**src/rtl/lcd_pkg.sv**
```systemverilog
// Shared constants for the HD44780 text driver: FSM encodings, the init
// command table, DDRAM line addresses and the line geometry.
package lcd_pkg;

  localparam logic [2:0] PWR_WAIT = 3'd0;
  localparam logic [2:0] INIT     = 3'd1;
  localparam logic [2:0] ADDR1    = 3'd2;
  localparam logic [2:0] CHAR1    = 3'd3;
  localparam logic [2:0] ADDR2    = 3'd4;
  localparam logic [2:0] CHAR2    = 3'd5;

  localparam logic [1:0] PH_IDLE   = 2'd0;
  localparam logic [1:0] PH_SETUP  = 2'd1;
  localparam logic [1:0] PH_E_HIGH = 2'd2;
  localparam logic [1:0] PH_SETTLE = 2'd3;

  localparam logic [7:0] LINE1_ADDR = 8'h80;
  localparam logic [7:0] LINE2_ADDR = 8'hC0;

  localparam int CHARS_PER_LINE = 16;
  localparam int INIT_LEN       = 4;

  // 8-bit bus / 2 lines, display on, entry increment, clear display.
  function automatic logic [7:0] init_cmd(input logic [1:0] i);
    case (i)
      2'd0:    init_cmd = 8'h38;
      2'd1:    init_cmd = 8'h0C;
      2'd2:    init_cmd = 8'h06;
      default: init_cmd = 8'h01;
    endcase
  endfunction

endpackage

```
**src/rtl/lcd_write_strobe.sv**
```systemverilog
// One bus write: SETUP (1 clk), E_HIGH (T_EH clk), SETTLE (T_CMD or T_CLR clk).
// The delay counter lives in the parent; this block requests reloads of it.
module lcd_write_strobe
  import lcd_pkg::*;
#(
  parameter int T_EH  = 50,
  parameter int T_CMD = 2_500,
  parameter int T_CLR = 100_000,
  parameter int CW    = 20
) (
  input  logic          clk,
  input  logic          rst,
  input  logic          start,
  input  logic          rs,
  input  logic [7:0]    data,
  input  logic          long_settle,
  input  logic          cnt_zero,
  output logic          done,
  output logic          settle_entry,
  output logic          load,
  output logic [CW-1:0] load_val,
  output logic          lcd_e,
  output logic          lcd_rs,
  output logic [7:0]    lcd_data
);

  logic [1:0] phase;
  logic       long_q;

  always_comb begin
    done         = (phase == PH_SETTLE) && cnt_zero;
    settle_entry = (phase == PH_E_HIGH) && cnt_zero;
    load         = (phase == PH_SETUP) || settle_entry;
    if (phase == PH_SETUP) load_val = CW'(T_EH - 1);
    else if (long_q)       load_val = CW'(T_CLR - 1);
    else                   load_val = CW'(T_CMD - 1);
  end

  // A start arriving on the last SETTLE cycle chains straight into SETUP.
  always_ff @(posedge clk or negedge rst) begin
    if (!rst) begin
      phase    <= PH_IDLE;
      long_q   <= 1'b0;
      lcd_e    <= 1'b0;
      lcd_rs   <= 1'b0;
      lcd_data <= '0;
    end else begin
      case (phase)
        PH_SETUP: begin
          phase <= PH_E_HIGH;
          lcd_e <= 1'b1;
        end
        PH_E_HIGH: if (cnt_zero) begin
          phase <= PH_SETTLE;
          lcd_e <= 1'b0;
        end
        default: if (phase == PH_IDLE || cnt_zero) begin
          if (start) begin
            phase    <= PH_SETUP;
            lcd_rs   <= rs;
            lcd_data <= data;
            long_q   <= long_settle;
          end else begin
            phase <= PH_IDLE;
          end
        end
      endcase
    end
  end

endmodule

```
**src/rtl/lcd_text_driver.sv**
```systemverilog
// HD44780 8-bit text driver: power-on wait, init sequence, then endless
// refresh of two 16-character lines fetched from a mode page via index.
module lcd_text_driver
  import lcd_pkg::*;
#(
  parameter int T_PWR = 1_000_000,
  parameter int T_EH  = 50,
  parameter int T_CMD = 2_500,
  parameter int T_CLR = 100_000
) (
  input  logic       clk,
  input  logic       rst,
  output logic [4:0] index,
  input  logic [7:0] char_in,
  output logic       lcd_e,
  output logic       lcd_rs,
  output logic       lcd_rw,
  output logic [7:0] lcd_data,
  output logic       busy
);

  localparam int CNT_MAX = (T_PWR > T_CLR) ? T_PWR : T_CLR;
  localparam int CW      = $clog2(CNT_MAX + 1);

  localparam logic [1:0] INIT_LAST   = 2'(INIT_LEN - 1);
  localparam logic [4:0] LINE2_FIRST = 5'(CHARS_PER_LINE);

  logic [2:0]    state;
  logic [1:0]    init_ptr;
  logic [CW-1:0] cnt;
  logic          cnt_zero;
  logic          start, wr_rs, wr_long;
  logic [7:0]    wr_data;
  logic          done, settle_entry, load;
  logic [CW-1:0] load_val;

  assign cnt_zero = (cnt == '0);
  assign lcd_rw   = 1'b0;

  // Line ends are detected from index, which has already advanced past the
  // last character by the time that write completes.
  always_comb begin
    start   = 1'b0;
    wr_rs   = 1'b0;
    wr_data = '0;
    wr_long = 1'b0;
    case (state)
      PWR_WAIT: if (cnt_zero) begin
        start   = 1'b1;
        wr_data = init_cmd(2'd0);
      end
      INIT: if (done) begin
        start = 1'b1;
        if (init_ptr == INIT_LAST) begin
          wr_data = LINE1_ADDR;
        end else begin
          wr_data = init_cmd(init_ptr + 2'd1);
          wr_long = ((init_ptr + 2'd1) == INIT_LAST);
        end
      end
      ADDR1, ADDR2: if (done) begin
        start   = 1'b1;
        wr_rs   = 1'b1;
        wr_data = char_in;
      end
      CHAR1: if (done) begin
        start = 1'b1;
        if (index == LINE2_FIRST) begin
          wr_data = LINE2_ADDR;
        end else begin
          wr_rs   = 1'b1;
          wr_data = char_in;
        end
      end
      CHAR2: if (done) begin
        start = 1'b1;
        if (index == '0) begin
          wr_data = LINE1_ADDR;
        end else begin
          wr_rs   = 1'b1;
          wr_data = char_in;
        end
      end
      default: ;
    endcase
  end

  always_ff @(posedge clk or negedge rst) begin
    if (!rst) begin
      state    <= PWR_WAIT;
      init_ptr <= '0;
      index    <= '0;
      busy     <= 1'b1;
      cnt      <= CW'(T_PWR);
    end else begin
      if (load)          cnt <= load_val;
      else if (!cnt_zero) cnt <= cnt - CW'(1);

      if (settle_entry && (state == CHAR1 || state == CHAR2))
        index <= index + 5'd1;

      if (start) begin
        case (state)
          PWR_WAIT: state <= INIT;
          INIT: begin
            if (init_ptr == INIT_LAST) begin
              state <= ADDR1;
              busy  <= 1'b0;
            end else begin
              init_ptr <= init_ptr + 2'd1;
            end
          end
          ADDR1: state <= CHAR1;
          ADDR2: state <= CHAR2;
          CHAR1: if (index == LINE2_FIRST) state <= ADDR2;
          CHAR2: if (index == '0) state <= ADDR1;
          default: state <= PWR_WAIT;
        endcase
      end
    end
  end

  lcd_write_strobe #(
    .T_EH (T_EH),
    .T_CMD(T_CMD),
    .T_CLR(T_CLR),
    .CW   (CW)
  ) u_strobe (
    .clk         (clk),
    .rst         (rst),
    .start       (start),
    .rs          (wr_rs),
    .data        (wr_data),
    .long_settle (wr_long),
    .cnt_zero    (cnt_zero),
    .done        (done),
    .settle_entry(settle_entry),
    .load        (load),
    .load_val    (load_val),
    .lcd_e       (lcd_e),
    .lcd_rs      (lcd_rs),
    .lcd_data    (lcd_data)
  );

endmodule

```
**config.mk**
```make
export PLATFORM = sky130hd
export DESIGN_NAME = lcd_text_driver
export DESIGN_NICKNAME = d
export VERILOG_FILES = /design/src/rtl/lcd_pkg.sv /design/src/rtl/lcd_write_strobe.sv /design/src/rtl/lcd_text_driver.sv
export SDC_FILE = /design/constraint.sdc
export NUM_CORES = 1
export LEC_CHECK = 0
export CORE_MARGIN = 2
export CORE_UTILIZATION = 57
export DETAILED_ROUTE_END_ITERATION = 8
export PLACE_DENSITY = 0.92
export SLEW_MARGIN = 20
export SYNTH_ARGS = -nofsm -noshare
export SYNTH_HDL_FRONTEND = slang
export SYNTH_SLANG_ARGS = --single-unit
```
**constraint.sdc**
```tcl
create_clock -name clk -period 2.89 [get_ports clk]
set_clock_uncertainty 0.15 [all_clocks]
set_input_delay 0.4335 -clock clk [delete_from_list [all_inputs] [get_ports clk]]
set_output_delay 0.4335 -clock clk [all_outputs]
set_load 0.005 [all_outputs]
```
==> results.md <==
- Post-synth ARST share: 1.00
- Internal Dissipation: 887 uW
- First-pass GRT wire length: 10.7 mm
- Clock root cell: clkbuf_8
- Outcome: complete, no violations
- CTS buffer count: 5
- RSZ-0062 raised after global routing: no
- Worst-Skew Late Latency: 0.31 ns
- Simple-Gate Fraction of Synth Area: 0.232
- Area Overhead vs Synth: 16.0%
- Cell count after synthesis: 275
- Seq cells post-synth: 44
- Initial Util: 0.600
- PortBufs: 25
- Via density: 6.27
- Worst setup startpoint: cnt[0]
- Most common cell in the netlist: dfrtp_1
- Drt first pass iters: 4
- Maxcap violations: 0
- Worst r2r path cells: 7
- HP Class: in -> async
- Dpl ws: 0.288 ns
- CP Data Arrival Time: 2.76 ns
- GP Congestion: 0.954
- WL/cell: 17.8 um
- Clock buffer depth: 2
- Top FF cell, synth: dfrtp_1
- Grt total ovfl: 0
- Synth Area in Compound Gates: 0.170
- Post-synthesis xor/xnor area fraction: 0.0595
- Synthesized-area fraction occupied by adder cells: 0.0614
- Number of synthesized flops with an enable pin: 0
- Row count: 24
- Hold Buf Count CTS: 0
- Slew margin rel.: 0.364
- Antenna violations before repair: 0
- CP endpoint kind: flop
- Layout cells sized above 1: 0.139
- Setup TNS: 0 ns
- Htree depth: 2
- Syn Area/Cell: 9.64 sq um
- Syn nets: 298
- Die height: 72.2 um
- Final Max Tran Viols: 0
- Worst-Margin Slew: 0.954 ns
- Startpoint Class: flop
- Post-CTS Setup Inserts: 0
- Pwr dens: 370 mW/mm^2
- 1st-iter DRT viols: 140
- Largest net degree at the start of global routing: 45
- Flop2flop setup slack: 0.17 ns
- Sequential element share of the synthesized area: 0.419
- Clk network pwr share: 0.437
- Crit share post-route: 0.940
- Maximum VDD drop: 0.000257 V
- Area of the mapped netlist: 0.00265 sq mm
- Cts repair resizes: 0
- Vias in the first global route: 2265
- Worst EP required: 2.94 ns
- Combinational Power Share: 0.022
- Total power draw: 1.14 mW
- Final Hold Viols: 0
- Diode count: 0
- Critical Path End: init_ptr[1]
- Core Area: 0.00441 sq mm
- Layout Nets: 324
- Largest family of logic cells by synthesized area: simple AND/OR/NAND/NOR gates
- Num ports: 27
- Reg-to-Reg End: init_ptr[1]
- Yosys Warn Count: 0
- Seq pwr share: 0.541
- Leading area contributor after synthesis: dfrtp_1
- # DRC: 0
- Worst setup margin: 0.172 ns
- Die area: 0.00521 sq mm
- Max frequency: 0.368 GHz
- Post-Route WL: 6.31 mm
- NetSw: 251 uW
- CTS tree: yes
- Vias: 2219
- CTS sink cnt: 44
- Crit-path max FO: 9
- Endpoints failing setup: 0
- Post-DP HPWL: 4.40 mm
- Share of the synthesized area in the top cell type: 0.340
- Launching point of the worst reg2reg path: cnt[0]
- Clk slew on worst S/H paths: 0.09 ns
- Synth top cells by count: dfrtp_1 (36), nand2_1 (26), nor2_1 (18)
- Leak: 1.34 nW
- Synth area leaders: dfrtp_1 (34%), dfstp_2 (7.9%), ha_1 (6.1%)
- Netlist cell types: 59
- Die Wd: 72.2 um
- Multiplexer area fraction after synthesis: 0.0175
- Min Tclk post-route: 2.72 ns
- Switch share: 0.220
- Setup CP Type: reg -> reg
- Global Route Usage Sum: 0.264
- Detail Route Antenna Nets: 0
worst max-delay path: stages (launching register included):
cell and delay (ns):
dfrtp_1 0.47, inv_1 0.11, ha_1 0.18, nor4b_2 0.37, and4_4 0.32, nand4_4 0.13
or4b_4 0.55, mux2_4 0.31
through the flow:
step | std cells | util | instance area, sq um | hold slack, ns
3_5_place_dp | 346 | 0.670 | 2960 | 0.310
5_1_grt | 354 | 0.696 | 3070 | 0.198
6_report | 354 | 0.696 | 3070 | 0.119
3_3_place_gp | 346 | 0.670 | 2960 | 0.307
2_1_floorplan | 275 | - | 2650 | -0.0121
4_1_cts | 354 | 0.696 | 3070 | 0.152
cells in the final DEF, fill, tap and decap left out, drive strengths merged, types with 2 or more instances in the layout:
| cell | Yosys | final |
|---|---|---|
| nand4 | 6 | 6 |
| xnor2 | 12 | 12 |
| nand2 | 26 | 26 |
| xor2 | 6 | 6 |
| o21ai | 17 | 17 |
| nor3b | 3 | 3 |
| nor4b | 4 | 4 |
| and3 | 6 | 6 |
| or2 | 2 | 2 |
| and4 | 2 | 2 |
| buf | 2 | 8 |
| mux2i | 2 | 2 |
| a21o | 5 | 5 |
| dfrtp | 36 | 36 |
| o31ai | 7 | 7 |
| a32oi | 4 | 4 |
| clkbuf | 11 | 5 |
| mux2 | 2 | 2 |
| nor4 | 5 | 5 |
| nor3 | 6 | 6 |
| dfstp | 8 | 8 |
| a21oi | 16 | 16 |
| ha | 13 | 13 |
| or3 | 3 | 3 |
| o31a | 2 | 2 |
| or4 | 3 | 3 |
| or4b | 2 | 2 |
| nand2b | 6 | 6 |
| a211oi | 7 | 7 |
| clkdlybuf4s50 | 0 | 24 |
| nor2 | 19 | 19 |
| nand3b | 3 | 3 |
| nand4b | 3 | 3 |
| inv | 13 | 14 |
power by group through the flow:
stage | combinational (mW) | sequential, mW | clock (mW)
after detailed placement | 0.0254 | 0.627 | 0
after global routing | 0.0281 | 0.616 | 0.531
after floorplan | 0.00231 | 0.628 | 0
after global placement | 0.0250 | 0.627 | 0
final | 0.0245 | 0.616 | 0.497
after CTS | 0.0254 | 0.616 | 0.505
flip-flops by register name, summed over array words and instances (netlist names):
name	count
u_strobe.lcd_e	1
u_strobe.phase	2
index	5
u_strobe.long_q	1
u_strobe.lcd_rs	1
busy	1
init_ptr	2
u_strobe.lcd_data	8
cnt	20
state	3
worst min-delay path by stage:
stage | slack, ns | start | end
after floorplan | -0.01 | rst | cnt[0]
after global placement | 0.31 | busy | busy
after detailed placement | 0.31 | busy | busy
after CTS | 0.15 | rst | u_strobe.long_q
after global routing | 0.20 | rst | cnt[1]
final | 0.12 | rst | cnt[13]
cell families (layout without fill, tap and decap cells):
kind of cell | Yosys count | in the layout
buf+inv | 26 | 53
xor+xnor | 18 | 18
other cells | 1 | 1
simple gates | 101 | 101
compound gates | 68 | 68
fa+ha+maj | 13 | 13
flops | 44 | 44
mux | 4 | 4
per-layer routing:
| layer | vias up | GRT usage | share of wire |
|---|---|---|---|
| met5 | - | 0 | 0 |
| met4 | 0 | 0.111 | 0.018 |
| met3 | 15 | 0.0528 | 0.059 |
| met2 | 68 | 0.453 | 0.51 |
| met1 | 1089 | 0.324 | 0.41 |
| li1 | 1047 | - | - |
final cells by class:
type | count | area (sq um)
inverters | 13 | 48.8
well taps | 52 | 65.1
multi-input cells | 205 | 1440
fillers | 322 | 1340
repair buffers | 32 | 298
flip-flops and latches | 44 | 1110
clock inverters | 3 | 46.3
clock buffers | 5 | 68.8
Note: power is estimated with default switching activity, not from simulation.
